[config.mk]
export PLATFORM = sky130hd
export DESIGN_NAME = uart_tx
export DESIGN_NICKNAME = d
export VERILOG_FILES = /design/src/rtl/uart_pkg.sv /design/src/rtl/uart_fifo.sv /design/src/rtl/uart_tx.sv
export SDC_FILE = /design/constraint.sdc
export NUM_CORES = 1
export LEC_CHECK = 0
export BUFFER_PORTS_ARGS = -buffer_cell sky130_fd_sc_hd__buf_2
export CAP_MARGIN = 25
export CORE_MARGIN = 2
export CORE_UTILIZATION = 45
export CTS_BUF_LIST = sky130_fd_sc_hd__clkbuf_8
export DETAILED_ROUTE_END_ITERATION = 12
export SETUP_SLACK_MARGIN = 0.2
export SYNTH_ARGS = -nofsm -noshare
export SYNTH_HDL_FRONTEND = slang
export SYNTH_SLANG_ARGS = --single-unit
[constraint.sdc]
create_clock -name clk_i -period 7.53 [get_ports clk_i]
set_clock_uncertainty 0.1 [all_clocks]
set_input_delay 0.3765 -clock clk_i [delete_from_list [all_inputs] [get_ports clk_i]]
set_output_delay 0.3765 -clock clk_i [all_outputs]
set_load 0.02 [all_outputs]
[src/rtl/uart_pkg.sv]
// ---------------------------------------------------------------------------
// uart_pkg
// Shared definitions for the UART blocks: frame geometry, the transmitter
// state encoding and a small parity helper.
// Ports: none (package).
// ---------------------------------------------------------------------------
package uart_pkg;

  localparam int UART_DATA_BITS = 8;

  typedef enum logic [2:0] {
    IDLE,
    START,
    DATA,
    PARITY,
    STOP
  } uart_tx_state_e;

  // Even parity: the parity bit makes the total count of ones even.
  function automatic logic even_parity(input logic [UART_DATA_BITS-1:0] data);
    return ^data;
  endfunction

endpackage

[src/rtl/uart_fifo.sv]
// ---------------------------------------------------------------------------
// uart_fifo
// Synchronous first-word-fall-through FIFO. The head entry is always
// visible on pop_data while the FIFO is non-empty. Pushes while full and
// pops while empty are ignored.
// Ports:
//   clk_i, rst_i   clock and synchronous active-high reset
//   push, push_data  write request and payload
//   pop             remove the head entry
//   pop_data        current head entry
//   full, empty     occupancy flags
//   count           occupancy, 0..DEPTH
// ---------------------------------------------------------------------------
module uart_fifo #(
  parameter int DEPTH = 8,
  parameter int WIDTH = 8
) (
  input  logic                     clk_i,
  input  logic                     rst_i,
  input  logic                     push,
  input  logic [WIDTH-1:0]         push_data,
  input  logic                     pop,
  output logic [WIDTH-1:0]         pop_data,
  output logic                     full,
  output logic                     empty,
  output logic [$clog2(DEPTH):0]   count
);

  localparam int AW = $clog2(DEPTH);

  // Pointers carry one extra wrap bit so full and empty can be told apart
  // when the index bits are equal.
  logic [AW:0]      wr_ptr;
  logic [AW:0]      rd_ptr;
  logic [WIDTH-1:0] mem [DEPTH];
  logic             push_ok;
  logic             pop_ok;

  assign push_ok  = push && !full;
  assign pop_ok   = pop && !empty;
  assign empty    = (wr_ptr == rd_ptr);
  assign full     = (wr_ptr[AW] != rd_ptr[AW]) && (wr_ptr[AW-1:0] == rd_ptr[AW-1:0]);
  assign count    = wr_ptr - rd_ptr;
  assign pop_data = mem[rd_ptr[AW-1:0]];

  // Pointer update; a simultaneous push and pop moves both pointers so the
  // occupancy is unchanged.
  always_ff @(posedge clk_i) begin
    if (rst_i) begin
      wr_ptr <= '0;
      rd_ptr <= '0;
    end else begin
      if (push_ok) wr_ptr <= wr_ptr + 1'b1;
      if (pop_ok)  rd_ptr <= rd_ptr + 1'b1;
    end
  end

  // Storage needs no reset; stale entries are never visible past the pointers.
  always_ff @(posedge clk_i) begin
    if (push_ok) mem[wr_ptr[AW-1:0]] <= push_data;
  end

endmodule

[src/rtl/uart_tx.sv]
// ---------------------------------------------------------------------------
// uart_tx
// UART transmitter: bytes queued through a FIFO are sent as 8N1 frames, or
// 8E1 when PARITY_EN is set. Each bit lasts max(div_i,1) clocks, with the
// divisor latched at frame start so a frame in flight is never disturbed.
// Ports:
//   clk_i, rst_i  clock and synchronous active-high reset
//   div_i         clock cycles per bit (0 treated as 1)
//   tx_valid_i    write request, accepted when tx_ready_o is high
//   tx_data_i     byte to send
//   tx_ready_o    FIFO not full
//   tx_o          serial line, idle high
//   busy_o        frame in progress or bytes still queued
//   fifo_cnt_o    FIFO occupancy
// ---------------------------------------------------------------------------
module uart_tx
  import uart_pkg::*;
#(
  parameter int FIFO_DEPTH = 8,
  parameter bit PARITY_EN  = 1'b0,
  parameter int DIV_W      = 16
) (
  input  logic                          clk_i,
  input  logic                          rst_i,
  input  logic [DIV_W-1:0]              div_i,
  input  logic                          tx_valid_i,
  input  logic [7:0]                    tx_data_i,
  output logic                          tx_ready_o,
  output logic                          tx_o,
  output logic                          busy_o,
  output logic [$clog2(FIFO_DEPTH):0]   fifo_cnt_o
);

  localparam int IDX_W = $clog2(UART_DATA_BITS);

  uart_tx_state_e            state;
  uart_tx_state_e            state_next;
  logic [DIV_W-1:0]          div_q;
  logic [DIV_W-1:0]          bit_cnt;
  logic [IDX_W-1:0]          bit_idx;
  logic [UART_DATA_BITS-1:0] shreg;
  logic [UART_DATA_BITS-1:0] pop_data;
  logic                      parity_q;
  logic                      tx_q;
  logic                      tx_next;
  logic                      pop;
  logic                      push;
  logic                      full;
  logic                      empty;
  logic                      bit_done;
  logic                      last_data_bit;

  assign push       = tx_valid_i && !full;
  assign tx_ready_o = !full;
  assign tx_o       = tx_q;
  assign busy_o     = (state != IDLE) || (fifo_cnt_o != '0);

  uart_fifo #(
    .DEPTH (FIFO_DEPTH),
    .WIDTH (UART_DATA_BITS)
  ) u_fifo (
    .clk_i     (clk_i),
    .rst_i     (rst_i),
    .push      (push),
    .push_data (tx_data_i),
    .pop       (pop),
    .pop_data  (pop_data),
    .full      (full),
    .empty     (empty),
    .count     (fifo_cnt_o)
  );

  // div_q is never zero, so div_q-1 is the last cycle of a bit period.
  assign bit_done      = (bit_cnt == div_q - DIV_W'(1));
  assign last_data_bit = (bit_idx == IDX_W'(UART_DATA_BITS - 1));

  // State register.
  always_ff @(posedge clk_i) begin
    if (rst_i) state <= IDLE;
    else       state <= state_next;
  end

  // Next-state, pop request and next line level. The line is registered
  // from the current state, so tx_o trails the state by one clock; this
  // keeps every bit exactly div_q cycles wide on the pin.
  always_comb begin
    state_next = state;
    pop        = 1'b0;
    tx_next    = 1'b1;
    unique case (state)
      IDLE: begin
        tx_next = 1'b1;
        if (!empty) begin
          pop        = 1'b1;
          state_next = START;
        end
      end
      START: begin
        tx_next = 1'b0;
        if (bit_done) state_next = DATA;
      end
      DATA: begin
        tx_next = shreg[0];
        if (bit_done && last_data_bit) state_next = PARITY_EN ? PARITY : STOP;
      end
      PARITY: begin
        tx_next = parity_q;
        if (bit_done) state_next = STOP;
      end
      STOP: begin
        tx_next = 1'b1;
        // Chaining straight into the next start bit avoids an idle gap.
        if (bit_done) begin
          if (!empty) begin
            pop        = 1'b1;
            state_next = START;
          end else begin
            state_next = IDLE;
          end
        end
      end
      default: begin
        state_next = IDLE;
      end
    endcase
  end

  // Datapath: frame setup on pop, then bit-period counting and shifting.
  // Parity is captured at load time because shreg is consumed by shifting.
  always_ff @(posedge clk_i) begin
    if (rst_i) begin
      tx_q     <= 1'b1;
      div_q    <= DIV_W'(1);
      bit_cnt  <= '0;
      bit_idx  <= '0;
      shreg    <= '0;
      parity_q <= 1'b0;
    end else begin
      tx_q <= tx_next;
      if (pop) begin
        shreg    <= pop_data;
        parity_q <= even_parity(pop_data);
        div_q    <= (div_i == '0) ? DIV_W'(1) : div_i;
        bit_cnt  <= '0;
        bit_idx  <= '0;
      end else if (state != IDLE) begin
        if (bit_done) begin
          bit_cnt <= '0;
          if (state == DATA) begin
            shreg   <= shreg >> 1;
            bit_idx <= bit_idx + 1'b1;
          end
        end else begin
          bit_cnt <= bit_cnt + DIV_W'(1);
        end
      end
    end
  end

endmodule

==> results.md <==
- The count of max-cap constraint violations is 0.
- Clock latency on the worst-skew pair, taken at its later pin, is 430 ps.
- The worst setup slack after layout is 3808 ps.
- The residual overflow from global routing is 0.
- The flow ran to the end, and the final reports show no timing, DRC or antenna violations.
- Internal power comes to 1.353 mW.
- The buffer type at the clock tree root is sky130_fd_sc_hd__clkbuf_8.
- The remaining number of nets flagged by the antenna check after routing is 0.
- By area the synthesized netlist is led by sky130_fd_sc_hd__edfxtp_1 34%, sky130_fd_sc_hd__dfxtp_1 21%, sky130_fd_sc_hd__mux4_2 6.3%.
- The worst setup path is of the flip-flop to flip-flop kind.
- The cell count after synthesis came out at 477.
- The peak ir drop on the vdd network is 164.4 uV.
- The share of cells above drive strength 1 is 0.1853.
- The overall die area is 13600 sq um.
- Setup repair after global routing left no endpoint under its margin.
- The sequential area share after synthesis is 0.5435.
- The most used flip-flop cell after synthesis is sky130_fd_sc_hd__edfxtp_1.
- The area share of the largest cell type after synthesis is 0.3366.
- Setup violations remaining at the end of the flow were counted as 0.
- The TritonCTS buffer count is 17.
- After detailed placement, the total cell area comes to 6033 sq um.
- CTS saw 123 sinks.
- Among all stages on the critical path, the largest delay is contributed by sky130_fd_sc_hd__nor2_1.
- The H-tree was split into 4 levels.
- The initial antenna violation count is 0.
- The Yosys warning count is 0.
- After clock tree synthesis, the setup repair step added 0 buffers.
- In this run the vertical extent of the chip is 116.6 um.
- At the pin with the least slew margin, the transition time is 995.3 ps.
- The highest achievable clock rate is 0.2687 GHz.
- Clock-pin slew was measured on the worst setup and hold paths at 70 ps.
- STA classifies the critical path endpoint as a flip-flop.
- The critical path goes through inv_1 -> ha_1 -> nor3b_1 -> nand2_1 -> o311ai_0 -> a21oi_4 -> a211oi_2 -> a31oi_1 -> nor2_1 -> a22o_1.
- The net count after synthesis is 514.
- The number of synthesized flops with an enable pin is 64.
- After synthesis the netlist holds a flip-flop and latch count of 123.
- The TritonCTS clock tree is built.
- Of the available clock period, the critical path in the final layout requires 0.4943.
- The first global-routing pass estimated 19.51 mm of wire.
- The clock passes through at most 2 buffers.
- The cell area after technology mapping is 5709 sq um.
- The most common cell after layout, fill and taps aside is sky130_fd_sc_hd__edfxtp_1.
- The count of pins over their slew limit was 0.
- The final standard cell area without fillers is 6370 sq um.
- Routability-driven placement finished with a final weighted congestion of 0.8642.
- Dividing the synthesized area by the synthesized cell count gives 11.97 sq um.
- After detailed routing, the average wire length per cell comes to 17.10 um.
- Along the worst path, the maximum fanout reaches 14.
- The power per cell area is 338.6 nW/um^2.
- After legalization and detailed placement, the total HPWL measured 8.338 mm.
- After detailed routing, the total wire length is 11.99 mm.
- Buffers placed on the I/O ports in this run total 33.
- Once the clock tree was built, the resizer swapped 0 gates to a different size.
- The effective utilization at floorplan is 0.4561.
- The count of routing violations after the opening detailed-route iteration is 211.
- The largest single stage delay on the critical path is 860 ps.
- The hold violation count in the final report is 0.
- The clock network fraction of total power is 0.222.
- The maximum number of pins on one net before global-route repair is 28.
- The die outline width is 116.6 um.
- The number of nets in the final layout is 555.
- In this run, distinct cell masters in the synthesized netlist total 62.
- For the worst setup path, the data arrival time is 3990 ps.
- The share of total power dissipated in combinational logic is 0.373.
- In this run the worst hold path is classified as primary input to flip-flop.
- The routed layout has 3861 vias.
- The switching part of the total is 0.3727.
- The setup total negative slack is 0 ps.
- The library cells used most frequently in the layout, excluding fill and tap cells, are 64 x sky130_fd_sc_hd__edfxtp_1, 59 x sky130_fd_sc_hd__dfxtp_1, 48 x sky130_fd_sc_hd__nor2_1.
- The number of rows in the core area is 41.
- For this run, design rule violations remaining after detail routing come to 0.
- Summed over all cells, the static leakage comes to 2.289 nW.
- The cell taking the most area after synthesis is sky130_fd_sc_hd__edfxtp_1.
- The clock period could shrink to 3722 ps.
- The startpoint type of the worst setup path is a flip-flop.
- The detail-routed via count per cell is 5.508.
- The via count of the first global-routing pass is 3820.
- The total net switching power is 803.8 uW.
- Including well taps, the total number of placed cells is 669.
- The number of iterations in the first detailed-routing pass is 4.
- Data on the critical path is required at its endpoint by 7800 ps.
- The final cell count without fillers is 701.
- For this run, the share of the core covered by cells in the final layout is 0.5089.
- The proportion of register bits with asynchronous set or reset after synthesis is 0.
- The layout overhead on the synthesized area is 11.57%.
- Across every metal layer, demand over resource in global routing totals 0.1931.
- Timing analysis after detailed placement gives a worst setup slack of 3829 ps.
- 34 I/O pins were placed.
- The count of inserted antenna diode cells is 0.
- The core region is 12520 sq um.
- The proportion of power drawn by flip-flops and latches is 0.404.
- The post-cts hold buffer count is 0.
- Measured against its own limit, the worst slew margin works out to 0.3340.
==> cell type report <==
cell class / instances / area [sq um]
sequential: 123 / 3103
tap: 172 / 215.2
inverter: 12 / 45.04
clock inverter: 13 / 83.83
fill: 1149 / 6147
timing repair buffer: 37 / 198.9
clock buffer: 17 / 234.0
multi-input combinational: 327 / 2490
==> power by group through the flow <==
stage	logic [mW]	registers, mW	clock network (mW)
final	0.805	0.872	0.479
after global routing	0.890	0.884	0.523
after CTS	0.809	0.871	0.496
after detailed placement	0.805	0.884	0
after global placement	0.798	0.883	0
after floorplan	0.665	0.848	0
==> cell families after synthesis <==
group,count (synthesis),share of synthesized area
fa+ha+maj,10,0.02323
buf+inv,27,0.02213
xor+xnor,45,0.06903
flops,123,0.5435
simple gates,157,0.1425
compound gates,83,0.1067
mux,32,0.09292
==> synth_stat cells, types with 9 or more instances <==
cell type and count:
sky130_fd_sc_hd__inv_1 12, sky130_fd_sc_hd__a22o_1 14, sky130_fd_sc_hd__dfxtp_1 59, sky130_fd_sc_hd__nor2_1 48, sky130_fd_sc_hd__o21ai_0 10, sky130_fd_sc_hd__xor2_1 22, sky130_fd_sc_hd__a21oi_1 22, sky130_fd_sc_hd__xnor2_1 23
sky130_fd_sc_hd__mux2i_1 11, sky130_fd_sc_hd__edfxtp_1 64, sky130_fd_sc_hd__nor3_1 11, sky130_fd_sc_hd__ha_1 9, sky130_fd_sc_hd__nand3_1 18, sky130_fd_sc_hd__mux4_2 16, sky130_fd_sc_hd__nand2_1 27
==> metrics by stage <==
| step | total power, mW | hold WS (ps) |
|---|---|---|
| final | 2.157 | 77.35 |
| after global routing | 2.297 | 53.42 |
| after CTS | 2.175 | 41.64 |
| after floorplan | 1.513 | 332.3 |
| after detailed placement | 1.689 | 352.3 |
| after global placement | 1.682 | 348.3 |
==> worst paths after layout <==
kind / slack [ps] / startpoint / depth (start not counted) / end
max: 3810 / div_q[0]$_SDFFE_PP1P_ / 10 / div_q[11]$_SDFFE_PP0P_
min: 80 / div_i[5] / 2 / div_q[5]$_SDFFE_PP0P_
max reg2reg: 3810 / div_q[0]$_SDFFE_PP1P_ / 10 / div_q[11]$_SDFFE_PP0P_
min reg2reg: 380 / shreg[2]$_SDFFE_PP0P_ / 1 / shreg[2]$_SDFFE_PP0P_
==> critical path, delay by kind of cell, from the launching register on <==
family,cells,cell delay (ps)
simple gates,3,1330
flops,1,340
buf+inv,1,80
fa+ha+maj,1,280
compound gates,5,1520
==> routing by layer <==
metal | track usage | vias up | share of wire | wire length (um)
li1 | - | 1871 | - | -
met1 | 0.2386 | 1877 | 0.45 | 5354
met2 | 0.3198 | 94 | 0.48 | 5790
met3 | 0.05553 | 19 | 0.052 | 619
met4 | 0.08000 | 0 | 0.019 | 223
met5 | 0 | - | 0 | 0
==> registers in the layout, indices dropped and copies added (netlist names), named ones only <==
register       cells
bit_cnt           16
bit_idx            3
div_q             16
parity_q           1
shreg              8
state              3
tx_o               1
u_fifo.mem        64
u_fifo.rd_ptr      4
u_fifo.wr_ptr      4
Power figures use the tool's default switching activity.
